$ cat src/rtl/alarm_set_ctrl.sv
// rtl/alarm_set_ctrl.sv - front-panel HH:MM time/alarm entry controller with debounced buttons
module alarm_set_ctrl #(
   parameter int DEBOUNCE_CYCLES = 2,
   parameter int REPEAT_DELAY    = 10,
   parameter int REPEAT_RATE     = 3
) (
   input  logic       clk,
   input  logic       reset,
   input  logic       btn_mode,
   input  logic       btn_set,
   input  logic       btn_inc,
   output logic [1:0] H_in1,
   output logic [3:0] H_in0,
   output logic [3:0] M_in1,
   output logic [3:0] M_in0,
   output logic       LD_time,
   output logic       LD_alarm,
   output logic [1:0] edit_field,
   output logic       edit_target
);

   localparam int CW = 16;

   // Button index: 0 mode, 1 set, 2 inc
   typedef enum logic [2:0] {
      S_IDLE,
      S_T_HR,
      S_T_MIN,
      S_A_HR,
      S_A_MIN,
      S_LOAD
   } state_t;

   logic [2:0]    sync1_q, sync1_d;
   logic [2:0]    sync2_q, sync2_d;
   logic [2:0]    deb_q, deb_d;
   logic [CW-1:0] db_cnt_q [3];
   logic [CW-1:0] db_cnt_d [3];
   logic [2:0]    press_d;
   logic [2:0]    evt_q, evt_d;
   logic [CW-1:0] rep_cnt_q, rep_cnt_d;
   logic          rep_act_q, rep_act_d;
   logic          rep_fire;

   state_t        state_q, state_d;
   logic          ld_alarm_q, ld_alarm_d;
   logic [1:0]    h1_q, h1_d;
   logic [3:0]    h0_q, h0_d;
   logic [3:0]    m1_q, m1_d;
   logic [3:0]    m0_q, m0_d;

   logic          mode_ev, set_ev, inc_ev;

   // Synchronize raw buttons, then accept a level change only after it has been stable long enough
   always_comb begin
      sync1_d = {btn_inc, btn_set, btn_mode};
      sync2_d = sync1_q;
      deb_d   = deb_q;
      for (int i = 0; i < 3; i++) begin
         db_cnt_d[i] = '0;
         if (sync2_q[i] != deb_q[i]) begin
            if (db_cnt_q[i] + CW'(1) >= CW'(DEBOUNCE_CYCLES)) begin
               deb_d[i] = sync2_q[i];
            end else begin
               db_cnt_d[i] = db_cnt_q[i] + CW'(1);
            end
         end
      end
      press_d = deb_d & ~deb_q;
   end

   // Auto-repeat for inc: first extra pulse REPEAT_DELAY cycles after the press, then every REPEAT_RATE
   always_comb begin
      rep_cnt_d = rep_cnt_q;
      rep_act_d = rep_act_q;
      rep_fire  = 1'b0;
      if (!deb_d[2] || press_d[2]) begin
         rep_cnt_d = '0;
         rep_act_d = 1'b0;
      end else if (REPEAT_DELAY != 0) begin
         if (!rep_act_q) begin
            if (rep_cnt_q + CW'(1) == CW'(REPEAT_DELAY)) begin
               rep_fire  = 1'b1;
               rep_cnt_d = '0;
               rep_act_d = 1'b1;
            end else begin
               rep_cnt_d = rep_cnt_q + CW'(1);
            end
         end else begin
            if (rep_cnt_q + CW'(1) >= CW'(REPEAT_RATE)) begin
               rep_fire  = 1'b1;
               rep_cnt_d = '0;
            end else begin
               rep_cnt_d = rep_cnt_q + CW'(1);
            end
         end
      end
      evt_d = {press_d[2] | rep_fire, press_d[1], press_d[0]};
   end

   // Resolve same-cycle events: mode beats set beats inc
   always_comb begin
      mode_ev = evt_q[0];
      set_ev  = evt_q[1] & ~evt_q[0];
      inc_ev  = evt_q[2] & ~evt_q[1] & ~evt_q[0];
   end

   // Next-state logic of the edit FSM
   always_comb begin
      state_d    = state_q;
      ld_alarm_d = ld_alarm_q;
      case (state_q)
         S_IDLE:  if (mode_ev) state_d = S_T_HR;
         S_T_HR: begin
            if (mode_ev)     state_d = S_A_HR;
            else if (set_ev) state_d = S_T_MIN;
         end
         S_A_HR: begin
            if (mode_ev)     state_d = S_IDLE;
            else if (set_ev) state_d = S_A_MIN;
         end
         S_T_MIN: begin
            if (mode_ev) begin
               state_d = S_IDLE;
            end else if (set_ev) begin
               state_d    = S_LOAD;
               ld_alarm_d = 1'b0;
            end
         end
         S_A_MIN: begin
            if (mode_ev) begin
               state_d = S_IDLE;
            end else if (set_ev) begin
               state_d    = S_LOAD;
               ld_alarm_d = 1'b1;
            end
         end
         S_LOAD:  state_d = S_IDLE;
         default: state_d = S_IDLE;
      endcase
   end

   // Edit register: cleared on entry to an hours field, BCD increment of the active field
   always_comb begin
      h1_d = h1_q;
      h0_d = h0_q;
      m1_d = m1_q;
      m0_d = m0_q;
      if (mode_ev && (state_q == S_IDLE || state_q == S_T_HR)) begin
         h1_d = '0;
         h0_d = '0;
         m1_d = '0;
         m0_d = '0;
      end else if (inc_ev && (state_q == S_T_HR || state_q == S_A_HR)) begin
         if (h1_q == 2'd2 && h0_q == 4'd3) begin
            h1_d = '0;
            h0_d = '0;
         end else if (h0_q == 4'd9) begin
            h0_d = '0;
            h1_d = h1_q + 2'd1;
         end else begin
            h0_d = h0_q + 4'd1;
         end
      end else if (inc_ev && (state_q == S_T_MIN || state_q == S_A_MIN)) begin
         if (m0_q == 4'd9) begin
            m0_d = '0;
            m1_d = (m1_q == 4'd5) ? 4'd0 : m1_q + 4'd1;
         end else begin
            m0_d = m0_q + 4'd1;
         end
      end
   end

   // Outputs decoded from the current state and edit register
   always_comb begin
      H_in1       = h1_q;
      H_in0       = h0_q;
      M_in1       = m1_q;
      M_in0       = m0_q;
      LD_time     = (state_q == S_LOAD) && !ld_alarm_q;
      LD_alarm    = (state_q == S_LOAD) && ld_alarm_q;
      edit_target = (state_q == S_A_HR) || (state_q == S_A_MIN);
      case (state_q)
         S_T_HR, S_A_HR:   edit_field = 2'd1;
         S_T_MIN, S_A_MIN: edit_field = 2'd2;
         default:          edit_field = 2'd0;
      endcase
   end

   // State register and all other flops, synchronous reset
   always_ff @(posedge clk) begin
      if (reset) begin
         sync1_q    <= '0;
         sync2_q    <= '0;
         deb_q      <= '0;
         for (int i = 0; i < 3; i++) db_cnt_q[i] <= '0;
         evt_q      <= '0;
         rep_cnt_q  <= '0;
         rep_act_q  <= 1'b0;
         state_q    <= S_IDLE;
         ld_alarm_q <= 1'b0;
         h1_q       <= '0;
         h0_q       <= '0;
         m1_q       <= '0;
         m0_q       <= '0;
      end else begin
         sync1_q    <= sync1_d;
         sync2_q    <= sync2_d;
         deb_q      <= deb_d;
         for (int i = 0; i < 3; i++) db_cnt_q[i] <= db_cnt_d[i];
         evt_q      <= evt_d;
         rep_cnt_q  <= rep_cnt_d;
         rep_act_q  <= rep_act_d;
         state_q    <= state_d;
         ld_alarm_q <= ld_alarm_d;
         h1_q       <= h1_d;
         h0_q       <= h0_d;
         m1_q       <= m1_d;
         m0_q       <= m0_d;
      end
   end

endmodule
$ cat config.mk
export PLATFORM = sky130hd
export DESIGN_NAME = alarm_set_ctrl
export DESIGN_NICKNAME = d
export VERILOG_FILES = /design/src/rtl/alarm_set_ctrl.sv
export SDC_FILE = /design/constraint.sdc
export NUM_CORES = 1
export LEC_CHECK = 0
export BUFFER_PORTS_ARGS = -buffer_cell sky130_fd_sc_hd__clkbuf_2
export CAP_MARGIN = 10
export CORE_MARGIN = 5
export CORE_UTILIZATION = 40
export CTS_CLUSTER_SIZE = 12
export DETAILED_ROUTE_END_ITERATION = 8
export SETUP_SLACK_MARGIN = 0.2
export SLEW_MARGIN = 10
export SYNTH_ARGS = -nofsm -noshare
export SYNTH_HDL_FRONTEND = slang
export SYNTH_SLANG_ARGS = --single-unit
$ cat constraint.sdc
create_clock -name clk -period 5.7 [get_ports clk]
set_input_delay 1.71 -clock clk [delete_from_list [all_inputs] [get_ports clk]]
set_output_delay 1.71 -clock clk [all_outputs]
set_load 0.05 [all_outputs]
# After elaboration in Yosys (flattened, before gate mapping)
# Memory sizes are Yosys's and may differ from the RTL's.
# Index checks and enable logic that the tools add are counted.
[classes] div_mod_pow=0 n_shift=0 addsub=8 eq_ne=22 n_bitwise=12 magnitude_cmp=4 mux=46 reduce_logical=25 mul=0
[op_table] cell="$mux 16" n=12
[op_table] cell="$add 16x1->16 const B" n=4
[op_table] cell="$ge 16x2->1 const B" n=4
[op_table] cell="$mux 3" n=7
[op_table] cell="$mux 1" n=18
[op_table] cell="$eq 16x4->1 const B" n=1
[op_table] cell="$mux 4" n=4
[op_table] cell="$add 4x1->4 const B" n=3
[op_table] cell="$pmux 3 s4" n=1
[op_table] cell="$ne 2x2->1 const B" n=5
[op_table] cell="$eq 4x4->1 const B" n=2
[op_table] cell="$reduce_or 2->1" n=4
[op_table] cell="$eq 3x2->1 const B" n=2
[op_table] cell="$eq 3x3->1 const B" n=2
[op_table] cell="$logic_and 1x1->1" n=6
[op_table] cell="$ne 3x3->1 const B" n=2
[op_table] cell="$logic_or 1x1->1" n=5
[op_table] cell="$reduce_and 5->1" n=1
[op_table] cell="$eq 4x2->1 const B" n=1
[op_table] cell="$eq 4x3->1 const B" n=1
[op_table] cell="$mux 2" n=2
[op_table] cell="$or 1x1->1" n=4
[op_table] cell="$pmux 2 s2" n=1
[op_table] cell="$reduce_and 2->1" n=2
[op_table] cell="15 further kinds" n=23
[word_totals] ff_bits=47 ramBits=48 latch_bits=0 rom_bits=0 n_memories=1
[memory_table] name="db_cnt_q" words=3 word_bits=16 rd=3 rd_ports_with_merged_regs=0 write_ports=3 line="37" source="logic [CW-1:0] db_cnt_q [3];"

# Depth between registers and ports, before layout
[depth] depth_word=8 depth_mapped=9 mapped_depth_nobuf=8

# Worst setup path after synthesis
# No wires, ideal clock.
[synth_timing] path_kind="register to output" from="register state_q[0]" to="output port LD_time" arrival_time_ps=2162 stages_incl_launch_ff=3 slack_ps=1828 n_path_buf=1 path_cell_list="dfxtp_1 -> clkbuf_1 -> nor4b_1"
[synth_via] elab_chain_cells=2
[synth_lines] item="start, declared" line="45" source="state_t state_q, state_d;"
[synth_lines] item="start signal, assigned" line="214" source="state_q <= state_d;"
[synth_lines] item="$eq 3x3->1" line="180" source="LD_time = (state_q == S_LOAD) && !ld_alarm_q;"
[synth_lines] item="$logic_and 1x1->1" line="180"
[synth_lines] item="end, declared" line="16" source="output logic LD_time,"
# Every way passes these cells.

# Worst setup path in the final report
[layout_timing] from="register state_q[2]" to="output port LD_time"
# The elaborated chain is that of the path after synthesis.

==> reports/metrics.yaml <==
path_cells: "inv_1 -> nor4b_1 -> clkbuf_2"
setup-violations-final: 0
crit_type: "flip-flop to output pin"
cts_hold_buf: 0
holdPathStages: 1
cts_resized: 0
cts_max_path_buffers: 2
p_leak_nw: 1.849
r2r_setup_slack_ps: 2850
cpMaxStageDelayCell: "dfxtp_1"
cp-start-kind: "flip-flop"
yosys.area.top_type_share_pct: 44.50
grt_pass1_wl_um: 13490
required_ps: 3990
numClockSinks: 95
num_rows: 37
finalNetCount: 533
synth.cell_area_um2: 4274
ys_async_sr_fraction_pct: 0
io_buffers: 23
antenna_found_initial: 0
drc: 0
fin_skew_ps: 11.02
max_cap_viol_count: 0
worstReg2RegStart: "rep_cnt_q[0]"
place_ws_ps: 2358
grt_max_degree: 21
slew_headroom_pct: 51.25
firstDrtPassIters: 4
drive_gt1_share_pct: 12.67
status: "completed"
clk_pin_slew_ps: 80
numCtsBuffers: 9
cts_root_buffer: "clkbuf_8"
dieHeight_um: 113.4
die_x_um: 113.4
irDropWorstVdd_mv: 0.1424
fin_ws_ps: 2407
crit_arrival_ps: 1580
htree_levels: 3
clk-insertion-delay-late_ps: 350
holdWs_ps: 443.6
coreArea_um2: 10370
min_to: "sync2_q[1]"
hold_path_class: "flip-flop to flip-flop"
hpwl_um: 5605
min_from: "sync1_q[1]"
yosysWarnings: 0
tightest_slew_ps: 731.2
hold_viol: 0
cts_tree: "built"
drt_iter0_drc: 161
utilization_pct: 47.38
ys_seq_elements: 95
synth_cell_type_count: 68
fillers: 1009
cts_setup_buffers: 0
reg2reg_to: "rep_cnt_q[6]"
grt_pass1_vias: 3104
io_pins: 24
syn_area_per_cell_um2: 9.519
power_mw: 1.275
vias: 3264
gp_congestion: 0.7619
rsz0062_at_grt: "false"
syn_inst: 449
start_util_pct: 41.22
yosysSeqAreaShare_pct: 44.50
netlist_top_cells_area: "dfxtp_1, xnor2_1, ha_1"
post-route-min-period_ps: 3293
areaGrowthSynthToFinish_pct: 14.96
maxSlewViolCount: 0
ant_nets: 0
synth_edf_count: 0
die_area_um2: 12850
yosys_most_used_dff: "dfxtp_1"
critPathMaxFanout: 6
r2r_cells: 7
tns_ps: 0
grtUsageTotal_pct: 12.57
cpPeakStageDelay_ps: 440
powerDensity_nw_per_um2: 259.6
viasPerCell: 4.968
wl_um: 7548
post-synth-top-area-cell: "dfxtp_1"
antenna_cells: 0
timing.fmax_ghz: 0.3036
grt_overflow_total: 0
wl_per_cell_um: 11.49
end_kind: "output pin"
period_share_pct: 57.78
[cell usage after synthesis, drive strengths merged (4+ instances only)]
library cell,instances
dfxtp,95
nor2,32
nand2,28
nor4,28
xnor2,25
nor3,24
inv,21
nand3,19
nand4,14
xor2,14
a21oi,13
ha,11
a31oi,10
and3,9
nor2b,9
o21ai,9
nand2b,7
buf,6
mux2i,6
nor3b,6
clkbuf,5
or2,4
or4,4
[logic make-up after synthesis]
family	after synthesis	synth area share (%)
and+or+nand+nor	202	28.48
DFF	95	44.50
AOI/OAI and AO/OA	62	10.54
xor gates and xnor gates	39	8.168
buffers and inverters	32	3.337
adders and majority gates	11	3.220
muxes	7	1.669
other	1	0.08774
[layout by cell type (no fill, tap or decap), types with 11 or more instances in the layout]
| cell | instances |
|---|---|
| conb_1 | 45 |
| nand4_1 | 12 |
| nor3_1 | 23 |
| nor4_1 | 19 |
| dfxtp_1 | 95 |
| xnor2_1 | 24 |
| nor2_1 | 32 |
| xor2_1 | 14 |
| ha_1 | 11 |
| clkbuf_2 | 23 |
| a21oi_1 | 13 |
| inv_1 | 20 |
| clkbuf_8 | 11 |
| nand3_1 | 18 |
| nand2_1 | 28 |
[critical path, delay by kind of cell (launching register included)]
family        cells  cell delay (ps)
flops             1              440
buf+inv           2              480
simple gates      1              320
[per-layer routing]
layer,vias up,global-route usage (%),share of wire [%]
met5,-,0,0
met3,8,3.077,3.5
met1,1498,15.96,50
li1,1728,-,-
met2,30,20.73,46
met4,0,4.647,1.3
[state kept, by name, indices dropped and copies added, names as in the netlist, 3 cells and up]
| signal | flops |
|---|---|
| evt_q | 3 |
| sync1_q | 3 |
| M_in0 | 4 |
| sync2_q | 3 |
| M_in1 | 4 |
| deb_q | 3 |
| H_in0 | 4 |
| state_q | 3 |
| db_cnt_q | 48 |
| rep_cnt_q | 16 |
[report_power, final]
group	switching, mW	internal, mW
registers	0.0202	0.685
logic	0.0242	0.0199
clock network	0.213	0.313
[per-stage QoR]
step,instance area [um^2],std cells
3_3_place_gp,4668,642
2_1_floorplan,4439,493
5_1_grt,4913,657
4_1_cts,4913,657
3_5_place_dp,4668,642
6_report,4913,657
[how the worst max path moves through the flow]
stage / startpoint / to / slack (ps) / depth (start not counted)
after floorplan: state_q[0] / LD_time / 1830 / 2
final: state_q[2] / LD_time / 2410 / 3
after CTS: state_q[2] / LD_time / 2360 / 3
after detailed placement: reset / rep_cnt_q[3] / 2360 / 5
after global placement: reset / rep_cnt_q[3] / 2390 / 5
after global routing: state_q[2] / LD_time / 2300 / 3
[cell type report]
| class | instances | area [um^2] | share of cell area, % |
|---|---|---|---|
| Multi-Input combinational cell | 366 | 2395 | 48.74 |
| Sequential cell | 95 | 1902 | 38.71 |
| Tap cell | 136 | 170.2 | 3.463 |
| Clock buffer | 12 | 155.1 | 3.158 |
| Timing Repair Buffer | 24 | 122.6 | 2.496 |
| Clock inverter | 3 | 90.09 | 1.833 |
| Inverter | 21 | 78.83 | 1.604 |
(Power assumes the default switching activity.)
